==> config.mk <==
export PLATFORM = sky130hd
export DESIGN_NAME = hazard_ctrl_flat
export DESIGN_NICKNAME = d
export VERILOG_FILES = /design/src/rtl/hazard_ctrl_pkg.sv /design/src/rtl/hazard_ctrl_if.sv /design/src/rtl/hazard_ctrl_decode.sv /design/src/rtl/hazard_ctrl.sv /design/src/flat_wrapper.sv
export SDC_FILE = /design/constraint.sdc
export NUM_CORES = 1
export LEC_CHECK = 0
export CORE_MARGIN = 10
export CORE_UTILIZATION = 52
export CTS_CLUSTER_DIAMETER = 50
export CTS_CLUSTER_SIZE = 14
export DETAILED_ROUTE_END_ITERATION = 7
export PLACE_DENSITY = 0.8
export RECOVER_POWER = 25
export SLEW_MARGIN = 10
export SYNTH_ARGS = -nofsm -noshare
export SYNTH_HDL_FRONTEND = slang
export SYNTH_SLANG_ARGS = --single-unit
==> constraint.sdc <==
create_clock -name clk -period 3.7 [get_ports clk]
set_input_delay 0.74 -clock clk [delete_from_list [all_inputs] [get_ports clk]]
set_output_delay 0.74 -clock clk [all_outputs]
set_load 0.01 [all_outputs]
==> src/rtl/hazard_ctrl_pkg.sv <==
// Shared types for the pipeline sequencing controller:
// opcode classes, stage tags, forwarding codes and FSM states.
package pipe_ctrl_pkg;

    localparam logic [6:0] OP_R      = 7'b0110011;
    localparam logic [6:0] OP_LOAD   = 7'b0000011;
    localparam logic [6:0] OP_STORE  = 7'b0100011;
    localparam logic [6:0] OP_BRANCH = 7'b1100011;

    typedef struct packed {
        logic       valid;
        logic [4:0] rs1;
        logic [4:0] rs2;
        logic [4:0] rd;
        logic       regwr;
        logic       memrd;
        logic       memwr;
        logic       branch;
    } stage_tag_t;

    localparam stage_tag_t TAG_BUBBLE = '0;

    typedef enum logic [1:0] {
        FWD_RF  = 2'b00,
        FWD_WB  = 2'b01,
        FWD_MEM = 2'b10
    } fwd_sel_t;

    typedef enum logic {
        ST_RUN      = 1'b0,
        ST_MEM_WAIT = 1'b1
    } hz_state_t;

    // EX/MEM result beats MEM/WB when both write the register.
    function automatic fwd_sel_t fwd_pick(
        input logic       m_regwr,
        input logic [4:0] m_rd,
        input logic       w_regwr,
        input logic [4:0] w_rd,
        input logic [4:0] rs
    );
        fwd_sel_t s;
        s = FWD_RF;
        if (m_regwr && m_rd != 5'd0 && m_rd == rs)
            s = FWD_MEM;
        else if (w_regwr && w_rd != 5'd0 && w_rd == rs)
            s = FWD_WB;
        return s;
    endfunction

endpackage

==> src/rtl/hazard_ctrl_if.sv <==
// Pipeline-side signal bundle of the hazard controller.
// slave = controller, master = pipeline driving ID/EX/MEM status.
interface hazard_ctrl_if;

    logic [31:0] id_inst;
    logic        id_valid;
    logic        ex_branch_taken;
    logic        dmem_ready;
    logic        pc_we;
    logic        ifid_we;
    logic        idex_we;
    logic        exmem_we;
    logic        memwb_we;
    logic        ifid_flush;
    logic        idex_flush;
    logic [1:0]  fwd_a;
    logic [1:0]  fwd_b;

    modport master (
        output id_inst, id_valid, ex_branch_taken, dmem_ready,
        input  pc_we, ifid_we, idex_we, exmem_we, memwb_we,
        input  ifid_flush, idex_flush, fwd_a, fwd_b
    );

    modport slave (
        input  id_inst, id_valid, ex_branch_taken, dmem_ready,
        output pc_we, ifid_we, idex_we, exmem_we, memwb_we,
        output ifid_flush, idex_flush, fwd_a, fwd_b
    );

endinterface

==> src/rtl/hazard_ctrl_decode.sv <==
// ID-stage tag decoder: classifies the IF/ID instruction.
// Unused register fields are zeroed so they never match.
module pipe_tag_decode
    import pipe_ctrl_pkg::*;
(
    input  logic [31:0] id_inst,
    input  logic        id_valid,
    output stage_tag_t  tag
);

    logic [6:0] op;
    logic [4:0] rd;
    logic [4:0] rs1;
    logic [4:0] rs2;
    logic       unused_funct;

    assign op  = id_inst[6:0];
    assign rd  = id_inst[11:7];
    assign rs1 = id_inst[19:15];
    assign rs2 = id_inst[24:20];
    assign unused_funct = ^{id_inst[31:25], id_inst[14:12]};

    // Map opcode class to reads, writes and memory/branch flags.
    always_comb begin
        tag = TAG_BUBBLE;
        if (id_valid) begin
            unique case (1'b1)
                (op == OP_R): begin
                    tag.valid = 1'b1;
                    tag.rs1   = rs1;
                    tag.rs2   = rs2;
                    tag.rd    = rd;
                    tag.regwr = 1'b1;
                end
                (op == OP_LOAD): begin
                    tag.valid = 1'b1;
                    tag.rs1   = rs1;
                    tag.rd    = rd;
                    tag.regwr = 1'b1;
                    tag.memrd = 1'b1;
                end
                (op == OP_STORE): begin
                    tag.valid = 1'b1;
                    tag.rs1   = rs1;
                    tag.rs2   = rs2;
                    tag.memwr = 1'b1;
                end
                (op == OP_BRANCH): begin
                    tag.valid  = 1'b1;
                    tag.rs1    = rs1;
                    tag.rs2    = rs2;
                    tag.branch = 1'b1;
                end
                default: tag = TAG_BUBBLE;
            endcase
        end
    end

endmodule

==> src/rtl/hazard_ctrl.sv <==
// Pipeline sequencing controller: tag pipeline, freeze FSM,
// branch flush, load-use stall, EX forwarding and counters.
module hazard_ctrl
    import pipe_ctrl_pkg::*;
#(
    parameter int MEM_TIMEOUT = 255,
    parameter int CNT_W       = 16
) (
    input  logic             clk,
    input  logic             rst,
    hazard_ctrl_if.slave     bus,
    output logic             mem_timeout,
    output logic [CNT_W-1:0] stall_cycles
);

    localparam int WC_W =
        (MEM_TIMEOUT < 2) ? 1 : $clog2(MEM_TIMEOUT + 1);
    localparam logic [WC_W-1:0] WC_MAX = WC_W'(MEM_TIMEOUT);

    stage_tag_t id_tag;
    stage_tag_t ex_q;
    stage_tag_t mem_q;
    stage_tag_t wb_q;
    hz_state_t  st_q;
    hz_state_t  st_d;
    logic [WC_W-1:0] wcnt_q;
    logic [WC_W-1:0] wcnt_d;

    logic freeze;
    logic flush;
    logic lu_stall;
    logic pc_we;
    logic ifid_we;
    logic idex_we;
    logic exmem_we;
    logic memwb_we;
    logic ifid_flush;
    logic idex_flush;
    fwd_sel_t fwd_a;
    fwd_sel_t fwd_b;
    logic unused_tags;

    pipe_tag_decode u_dec (
        .id_inst  (bus.id_inst),
        .id_valid (bus.id_valid),
        .tag      (id_tag)
    );

    assign unused_tags = ^{ex_q, mem_q, wb_q};

    assign freeze = !rst && mem_q.valid
                 && (mem_q.memrd || mem_q.memwr)
                 && !bus.dmem_ready;
    assign flush = !rst && !freeze
                && ex_q.branch && bus.ex_branch_taken;
    assign lu_stall = !rst && !freeze && !flush
                   && ex_q.memrd && ex_q.rd != 5'd0
                   && (ex_q.rd == id_tag.rs1
                    || ex_q.rd == id_tag.rs2);

    // Stage enables, flushes and forwarding by priority.
    always_comb begin
        pc_we      = 1'b1;
        ifid_we    = 1'b1;
        idex_we    = 1'b1;
        exmem_we   = 1'b1;
        memwb_we   = 1'b1;
        ifid_flush = 1'b0;
        idex_flush = 1'b0;
        fwd_a = fwd_pick(mem_q.regwr, mem_q.rd,
                         wb_q.regwr, wb_q.rd, ex_q.rs1);
        fwd_b = fwd_pick(mem_q.regwr, mem_q.rd,
                         wb_q.regwr, wb_q.rd, ex_q.rs2);
        unique case (1'b1)
            rst: begin
                pc_we      = 1'b0;
                ifid_we    = 1'b0;
                idex_we    = 1'b0;
                exmem_we   = 1'b0;
                memwb_we   = 1'b0;
                ifid_flush = 1'b1;
                idex_flush = 1'b1;
                fwd_a      = FWD_RF;
                fwd_b      = FWD_RF;
            end
            freeze: begin
                pc_we    = 1'b0;
                ifid_we  = 1'b0;
                idex_we  = 1'b0;
                exmem_we = 1'b0;
                memwb_we = 1'b0;
            end
            flush: begin
                ifid_flush = 1'b1;
                idex_flush = 1'b1;
            end
            lu_stall: begin
                pc_we      = 1'b0;
                ifid_we    = 1'b0;
                idex_flush = 1'b1;
            end
            default: ;
        endcase
    end

    assign bus.pc_we      = pc_we;
    assign bus.ifid_we    = ifid_we;
    assign bus.idex_we    = idex_we;
    assign bus.exmem_we   = exmem_we;
    assign bus.memwb_we   = memwb_we;
    assign bus.ifid_flush = ifid_flush;
    assign bus.idex_flush = idex_flush;
    assign bus.fwd_a      = fwd_a;
    assign bus.fwd_b      = fwd_b;

    // Shadow tag pipeline; holds while data memory is busy.
    always_ff @(posedge clk) begin
        if (rst) begin
            ex_q  <= TAG_BUBBLE;
            mem_q <= TAG_BUBBLE;
            wb_q  <= TAG_BUBBLE;
        end else if (!freeze) begin
            wb_q  <= mem_q;
            mem_q <= ex_q;
            ex_q  <= (flush || lu_stall) ? TAG_BUBBLE : id_tag;
        end
    end

    // Run/wait state register.
    always_ff @(posedge clk) begin
        if (rst) st_q <= ST_RUN;
        else     st_q <= st_d;
    end

    // Next state and wait-counter update.
    always_comb begin
        st_d   = st_q;
        wcnt_d = wcnt_q;
        unique case (st_q)
            ST_RUN: begin
                if (freeze) begin
                    st_d   = ST_MEM_WAIT;
                    wcnt_d = '0;
                end
            end
            ST_MEM_WAIT: begin
                if (!freeze)
                    st_d = ST_RUN;
                else if (wcnt_q != WC_MAX)
                    wcnt_d = wcnt_q + WC_W'(1);
            end
            default: st_d = ST_RUN;
        endcase
    end

    // Wait counter and sticky timeout flag.
    always_ff @(posedge clk) begin
        if (rst) begin
            wcnt_q      <= '0;
            mem_timeout <= 1'b0;
        end else begin
            wcnt_q <= wcnt_d;
            if (st_q == ST_MEM_WAIT && freeze
                && wcnt_d == WC_MAX)
                mem_timeout <= 1'b1;
        end
    end

    // Saturating count of cycles the PC is held.
    always_ff @(posedge clk) begin
        if (rst)
            stall_cycles <= '0;
        else if (!pc_we && stall_cycles != '1)
            stall_cycles <= stall_cycles + CNT_W'(1);
    end

endmodule

==> src/flat_wrapper.sv <==
// flat-port wrapper written by rule: the top's interface ports become plain ports
module hazard_ctrl_flat import pipe_ctrl_pkg::*;
#(
    parameter int MEM_TIMEOUT = 255,
    parameter int CNT_W       = 16
)
  (clk, rst, mem_timeout, stall_cycles, bus_id_inst, bus_id_valid, bus_ex_branch_taken, bus_dmem_ready, bus_pc_we, bus_ifid_we, bus_idex_we, bus_exmem_we, bus_memwb_we, bus_ifid_flush, bus_idex_flush, bus_fwd_a, bus_fwd_b);
  hazard_ctrl_if bus_i ();
  input  logic clk;
  input  logic rst;
  output logic mem_timeout;
  output logic [CNT_W-1:0] stall_cycles;
  input wire logic [$bits(bus_i.id_inst)-1:0] bus_id_inst;
  input wire logic [$bits(bus_i.id_valid)-1:0] bus_id_valid;
  input wire logic [$bits(bus_i.ex_branch_taken)-1:0] bus_ex_branch_taken;
  input wire logic [$bits(bus_i.dmem_ready)-1:0] bus_dmem_ready;
  output wire logic [$bits(bus_i.pc_we)-1:0] bus_pc_we;
  output wire logic [$bits(bus_i.ifid_we)-1:0] bus_ifid_we;
  output wire logic [$bits(bus_i.idex_we)-1:0] bus_idex_we;
  output wire logic [$bits(bus_i.exmem_we)-1:0] bus_exmem_we;
  output wire logic [$bits(bus_i.memwb_we)-1:0] bus_memwb_we;
  output wire logic [$bits(bus_i.ifid_flush)-1:0] bus_ifid_flush;
  output wire logic [$bits(bus_i.idex_flush)-1:0] bus_idex_flush;
  output wire logic [$bits(bus_i.fwd_a)-1:0] bus_fwd_a;
  output wire logic [$bits(bus_i.fwd_b)-1:0] bus_fwd_b;
  assign bus_i.id_inst = bus_id_inst;
  assign bus_i.id_valid = bus_id_valid;
  assign bus_i.ex_branch_taken = bus_ex_branch_taken;
  assign bus_i.dmem_ready = bus_dmem_ready;
  assign bus_pc_we = bus_i.pc_we;
  assign bus_ifid_we = bus_i.ifid_we;
  assign bus_idex_we = bus_i.idex_we;
  assign bus_exmem_we = bus_i.exmem_we;
  assign bus_memwb_we = bus_i.memwb_we;
  assign bus_ifid_flush = bus_i.ifid_flush;
  assign bus_idex_flush = bus_i.idex_flush;
  assign bus_fwd_a = bus_i.fwd_a;
  assign bus_fwd_b = bus_i.fwd_b;
  hazard_ctrl #(.MEM_TIMEOUT(MEM_TIMEOUT), .CNT_W(CNT_W)) u_core (.clk(clk), .rst(rst), .bus(bus_i), .mem_timeout(mem_timeout), .stall_cycles(stall_cycles));
endmodule
=== Word level (Yosys, flattened, before mapping) ===
Index checks and enable logic that the tools add are counted.

* Flip-flop bits (word level): 61
* Input port bits: 37
* Output and inout port bits: 28
* Logic and storage cells: 94

* $add $sub $neg: 2
* Eq/ne operators: 13
* Muxes and demuxes: 23
* Bitwise gates (word level): 1
* Reduce and logical (&&, ||, !) cells: 36

{| class="wikitable"
|+ Operator list
! cell !! number
|-
| $mux 20 || 2
|-
| $eq 5x5->1 || 6
|-
| $mux 8 || 3
|-
| $logic_and 1x1->1 || 19
|-
| $add 16x1->16 const B || 1
|-
| $ne 16x16->1 const B || 1
|-
| $pmux 8 s2 || 1
|-
| $reduce_bool 5->1 || 3
|-
| $eq 7x6->1 const B || 2
|-
| $mux 6 || 2
|-
| $mux 1 || 10
|-
| $reduce_or 3->1 || 3
|-
| $add 8x1->8 const B || 1
|-
| $eq 8x8->1 const B || 1
|-
| $mux 2 || 4
|-
| $ne 8x8->1 const B || 1
|-
| $eq 7x2->1 const B || 1
|-
| $eq 7x7->1 const B || 1
|-
| $reduce_or 2->1 || 3
|-
| $mux 5 || 1
|-
| $logic_not 1->1 || 4
|-
| $reduce_or 4->1 || 1
|-
| $logic_or 1x1->1 || 3
|-
| $not 1->1 || 1
|}

=== Logic depth before layout (Yosys ltp) ===
* Depth after elaboration: 15
* Gate-level depth with buffers: 11
* Mapped depth without buffers: 8

=== Hierarchy ===
Synthesis repeated with hierarchy kept, for this count alone.

* Cell total of the unflattened synthesis: 374
* Area total of the unflattened synthesis: 3256.9 µm²

{| class="wikitable"
|+ Modules (own cells, without submodules)
! module !! times used !! cells an instance !! area each (µm²) !! seq. area each (µm²)
|-
| hazard_ctrl || 1 || 343 || 3002.9 || 1221.2
|-
| pipe_tag_decode || 1 || 31 || 254.0 || 0.0
|}

=== Least setup slack after synthesis ===
Ideal clock, no wire load.

* Kind: input port to output port
* Start point: input port bus_id_inst[0]
* End point: output port bus_pc_we
* Arrival: 2449 ps
* Required time: 2960 ps
* Slack: 511 ps
* Stages: 11
* Path buffers: 5
* Cells stage by stage: and3b_1 buf_6 and3_1 buf_6 a211oi_2 o221ai_2 a211o_1 buf_6 buf_6 and2_4 buf_4

* Word-level cells in the longest chain between the ends: 9
* Elaborated cells between the ends (all ways): 15
* Classes of those cells: eq/ne: 6; mux: 4; reduce/logical: 5

{| class="wikitable"
|+ Ends and longest elaborated chain
! item !! RTL line !! text
|-
| start, declared || flat_wrapper.sv:13 || <nowiki>input wire logic [$bits(bus_i.id_inst)-1:0] bus_id_inst;</nowiki>
|-
| $eq 7x6->1, or another cell as far along || hazard_ctrl_decode.sv:28 || <nowiki>(op == OP_R): begin</nowiki>
|-
| $reduce_or 4->1 (no line) or $reduce_or 3->1 (tied branches) || - ||
|-
| $mux 6 or $mux 5 (tied branches) || hazard_ctrl_decode.sv:27 || <nowiki>unique case (1'b1)</nowiki>
|-
| $mux 20 (*) || hazard_ctrl_decode.sv:26 || <nowiki>if (id_valid) begin</nowiki>
|-
| $eq 5x5->1, on equally long branches || hazard_ctrl.sv:58, hazard_ctrl.sv:59 ||
|-
| $logic_or 1x1->1 (*) || hazard_ctrl.sv:59 || <nowiki>|| ex_q.rd == id_tag.rs2);</nowiki>
|-
| $logic_and 1x1->1 (*) || hazard_ctrl.sv:58 || <nowiki>&& (ex_q.rd == id_tag.rs1</nowiki>
|-
| $reduce_or 3->1 (no line) (*) || - ||
|-
| $mux 1 (*) || - ||
|-
| end, declared || flat_wrapper.sv:17 || <nowiki>output wire logic [$bits(bus_i.pc_we)-1:0] bus_pc_we;</nowiki>
|}

Mark *: on every way between the ends. The rest lies on a longest branch, timed or not.

=== Worst setup path in the final report ===
* Start point: input port bus_id_inst[4]
* End point: output port bus_ifid_we

* Word-level cells in the longest chain between the ends: 9
* Elaborated cells between the ends (all ways): 15
* Classes of those cells: eq/ne: 6; mux: 4; reduce/logical: 5

{| class="wikitable"
|+ Ends and longest elaborated chain
! item !! RTL line !! text
|-
| $eq 7x6->1, or another cell as far along || hazard_ctrl_decode.sv:28 ||
|-
| $reduce_or 4->1 (no line) or $reduce_or 3->1 (tied branches) || - ||
|-
| $mux 6 or $mux 5 (tied branches) || hazard_ctrl_decode.sv:27 ||
|-
| $mux 20 (*) || hazard_ctrl_decode.sv:26 ||
|-
| $eq 5x5->1, on equally long branches || hazard_ctrl.sv:58, hazard_ctrl.sv:59 ||
|-
| $logic_or 1x1->1 (*) || hazard_ctrl.sv:59 ||
|-
| $logic_and 1x1->1 (*) || hazard_ctrl.sv:58 ||
|-
| $reduce_or 3->1 (no line) (*) || - ||
|-
| $mux 1 (*) || hazard_ctrl.sv:74 || <nowiki>unique case (1'b1)</nowiki>
|-
| end, declared || flat_wrapper.sv:18 || <nowiki>output wire logic [$bits(bus_i.ifid_we)-1:0] bus_ifid_we;</nowiki>
|}

Marks and branches as above.

==> flow_metrics.py <==
metrics = {
    "outcome": {
        "outcome": "finished clean",
    },
    "drt": {
        "wl_per_cell_um": 15.87,
        "drt-total-wl_um": 8570,
        "initialDrtViolationCount": 192,
        "firstDrtPassIters": 5,
        "via_count": 3165,
        "antenna_left": 0,
        "drc": 0,
        "via_per_inst": 5.861,
    },
    "synth": {
        "post-synth-top-area-cell": "dfxtp_1",
        "syn-instance-count": 397,
        "ys_types": 59,
        "seq_area_frac_synth": 0.3619,
        "synthArstFlopShare": 0,
        "synth-main-ff-cell": "dfxtp_1",
        "synth_warnings": 0,
        "synth-seq-cells": 61,
        "avgSynthCellArea_um2": 8.500,
        "syn-num-nets": 436,
        "syn_area_um2": 3374,
        "synthTopCellsByArea": "dfxtp_1, nand2_1, nor2_1, mux2_1, xnor2_1",
        "synth_top_area_share": 0.3619,
        "synth_enable_flop_cells": 0,
    },
    "finish": {
        "areaGrowthSynthToFinish_pct": 27.44,
        "postLayoutCellArea_um2": 4300,
        "antenna_cells": 0,
        "postLayoutCoreUtil": 0.6811,
        "stdcell_count": 540,
        "fillCellCount": 520,
        "nets": 497,
        "drive_above_1_share": 0.1361,
    },
    "cts": {
        "numClockSinks": 61,
        "h-tree-depth": 3,
        "cts_tree": "built",
        "cts_root_buf": "clkbuf_8",
        "post_cts_buffers": 0,
        "clkLatencyLatePin_ps": 340,
        "clkTransAtPathRegs_ps": 70,
        "cts-buffers-inserted": 9,
        "cts_buffer_depth": 2,
    },
    "die": {
        "boundaryPins": 65,
        "die-area_um2": 10110,
        "rows": 29,
        "start_util": 0.5345,
        "die_w_um": 100.6,
        "chipHeight_um": 100.6,
        "core_um2": 6314,
    },
    "power": {
        "vdd_drop_max_mv": 0.2799,
        "leakage_uw": 0.001668,
        "powerDensity_nw_per_um2": 364.1,
    },
    "worst_setup_path": {
        "worstSetupStartpointType": "primary input",
        "critPathRequiredTime_ps": 2960,
        "critical_path.max_fanout": 4,
        "endpoint_kind": "output pin",
        "arrival_ps": 2870,
        "critPathKind": "in -> out",
    },
    "timing": {
        "fmax_mhz": 276.9,
        "setup_viol": 0,
        "min_period_over_period": 0.9759,
        "min_period_ps": 3611,
        "rsz0062_at_grt": "no",
        "finClkSkew_ps": 8.485,
        "slew_violations": 0,
        "timing_hold_violations_final": 0,
        "relSlewSlack": 0.5519,
        "worst_pin_slew_ps": 666.9,
    },
    "placement": {
        "placed_cell_area_um2": 4036,
        "dp.cells": 524,
        "dpl.hpwl_um": 6437,
        "portBuffers": 54,
        "gp_congestion": 0.8739,
    },
    "grt": {
        "grt_pass1_wl_um": 13990,
        "antenna_found_initial": 0,
        "first_global_vias": 3075,
        "gr-usage-met1": 0.1863,
        "grt_use_total": 0.1677,
        "grt_use_met3": 0.05144,
        "overflow": 0,
        "grt_max_degree": 34,
        "grt_use_met2": 0.2923,
        "grt-busiest-layer": "met2",
    },
    "hold_path": {
        "hold_class": "reg -> reg",
    },
    "flow_run": {
        "cap_violations": 0,
    },
}
==> cell families after synthesis <==
group | Yosys count | share of synthesized area
AOI/OAI and AO/OA | 92 | 0.2047
buffers and inverters | 32 | 0.04894
adders and majority gates | 2 | 0.007414
xor gates and xnor gates | 27 | 0.07008
and+or+nand+nor | 167 | 0.2540
muxes | 16 | 0.05302
DFF | 61 | 0.3619
==> cells in the mapped netlist, drive strengths merged (2+ instances only) <==
master / number
dfxtp: 61
nand2: 48
nor2: 36
a21oi: 31
buf: 15
mux2: 15
nor2b: 15
xnor2: 14
a22o: 13
clkbuf: 13
nand3: 13
xor2: 13
nand4: 9
a211oi: 7
and3: 7
a32o: 6
nor3: 6
nor4: 5
o21ai: 5
or2: 5
or3: 5
or4: 5
a22oi: 4
a31oi: 4
inv: 4
nor4bb: 4
a21boi: 3
and2: 3
o211ai: 3
o221ai: 3
a211o: 2
a21o: 2
ha: 2
nor4b: 2
o21a: 2
==> timing repair <==
| action | in CTS | in global routing |
|---|---|---|
| pin swaps | 2 | 0 |
| gates resized for setup | 3 | 1 |
| setup endpoints to repair | 3 | 1 |
| hold buffers | 0 | 0 |
| hold endpoints to repair | 0 | 0 |
==> flip-flops by register name (all words and copies together) (netlist names) <==
name                 count
u_core.ex_q             20
u_core.stall_cycles     16
u_core.mem_q             9
u_core.wcnt_q            8
u_core.wb_q              6
u_core.mem_timeout       1
u_core.st_q              1
==> routing by layer <==
metal / vias up / share of wire
met5: - / 0
met4: 0 / 0.018
met3: 15 / 0.065
met2: 105 / 0.49
met1: 1497 / 0.42
li1: 1548 / -
==> final timing paths <==
path / startpoint / depth (start not counted) / to / slack (ps)
min reg2reg: u_core.ex_q[3] / 1 / u_core.ex_q[3] / 460
max reg2reg: u_core.ex_q[7] / 8 / u_core.stall_cycles[10] / 1180
max: bus_id_inst[4] / 9 / bus_ifid_we / 90
min: u_core.ex_q[3] / 1 / u_core.ex_q[3] / 460
==> through the flow <==
| step | TNS [ps] | hold WS (ps) | worst slack [ps] | total power, uW |
|---|---|---|---|---|
| 4_1_cts | 0 | 457.1 | 96.53 | 1575 |
| 6_report | 0 | 455.5 | 89.10 | 1566 |
| 3_3_place_gp | -179.5 | 436.0 | -78.57 | 782.6 |
| 3_5_place_dp | -306.8 | 439.7 | -130.8 | 786.6 |
| 2_1_floorplan | 0 | 426.4 | 510.8 | 723.9 |
| 5_1_grt | 0 | 489.2 | 8.472 | 1613 |
==> layout make-up <==
class / count / area (um2) / area share
repair buffers: 78 / 708.2 / 0.1647
flip-flops and latches: 61 / 1221 / 0.2840
clock buffers: 10 / 137.6 / 0.03200
inverters: 4 / 15.01 / 0.003491
clock inverters: 6 / 133.9 / 0.03113
well taps: 77 / 96.34 / 0.02240
multi-input cells: 304 / 1988 / 0.4623
==> critical path, stage by stage <==
cell	delay, ps
clkdlybuf4s50_1	490
buf_4	130
a21boi_2	50
and3_1	230
a211oi_2	220
o221ai_2	140
a211o_1	370
and2_4	200
dlygate4sd2_1	290
==> power by group <==
| group | leakage, uW | total, uW | switching, uW | internal (uW) |
|---|---|---|---|---|
| sequential | 0.000492 | 663 | 3.76 | 659 |
| combinational | 0.00104 | 107 | 47.6 | 58.9 |
| clock | 0.000136 | 796 | 262 | 534 |
| total | 0.00167 | 1570 | 314 | 1250 |
==> placed cells by master (no fill, tap or decap), types with 10 or more instances in the layout <==
cell type	n
a22o_1	13
xor2_1	13
buf_4	23
nor2b_1	15
dfxtp_1	61
nand2_1	48
clkdlybuf4s50_1	47
a21oi_1	24
nand3_1	13
nor2_1	36
mux2_1	12
clkbuf_8	10
xnor2_1	14
(Power assumes the default switching activity.)
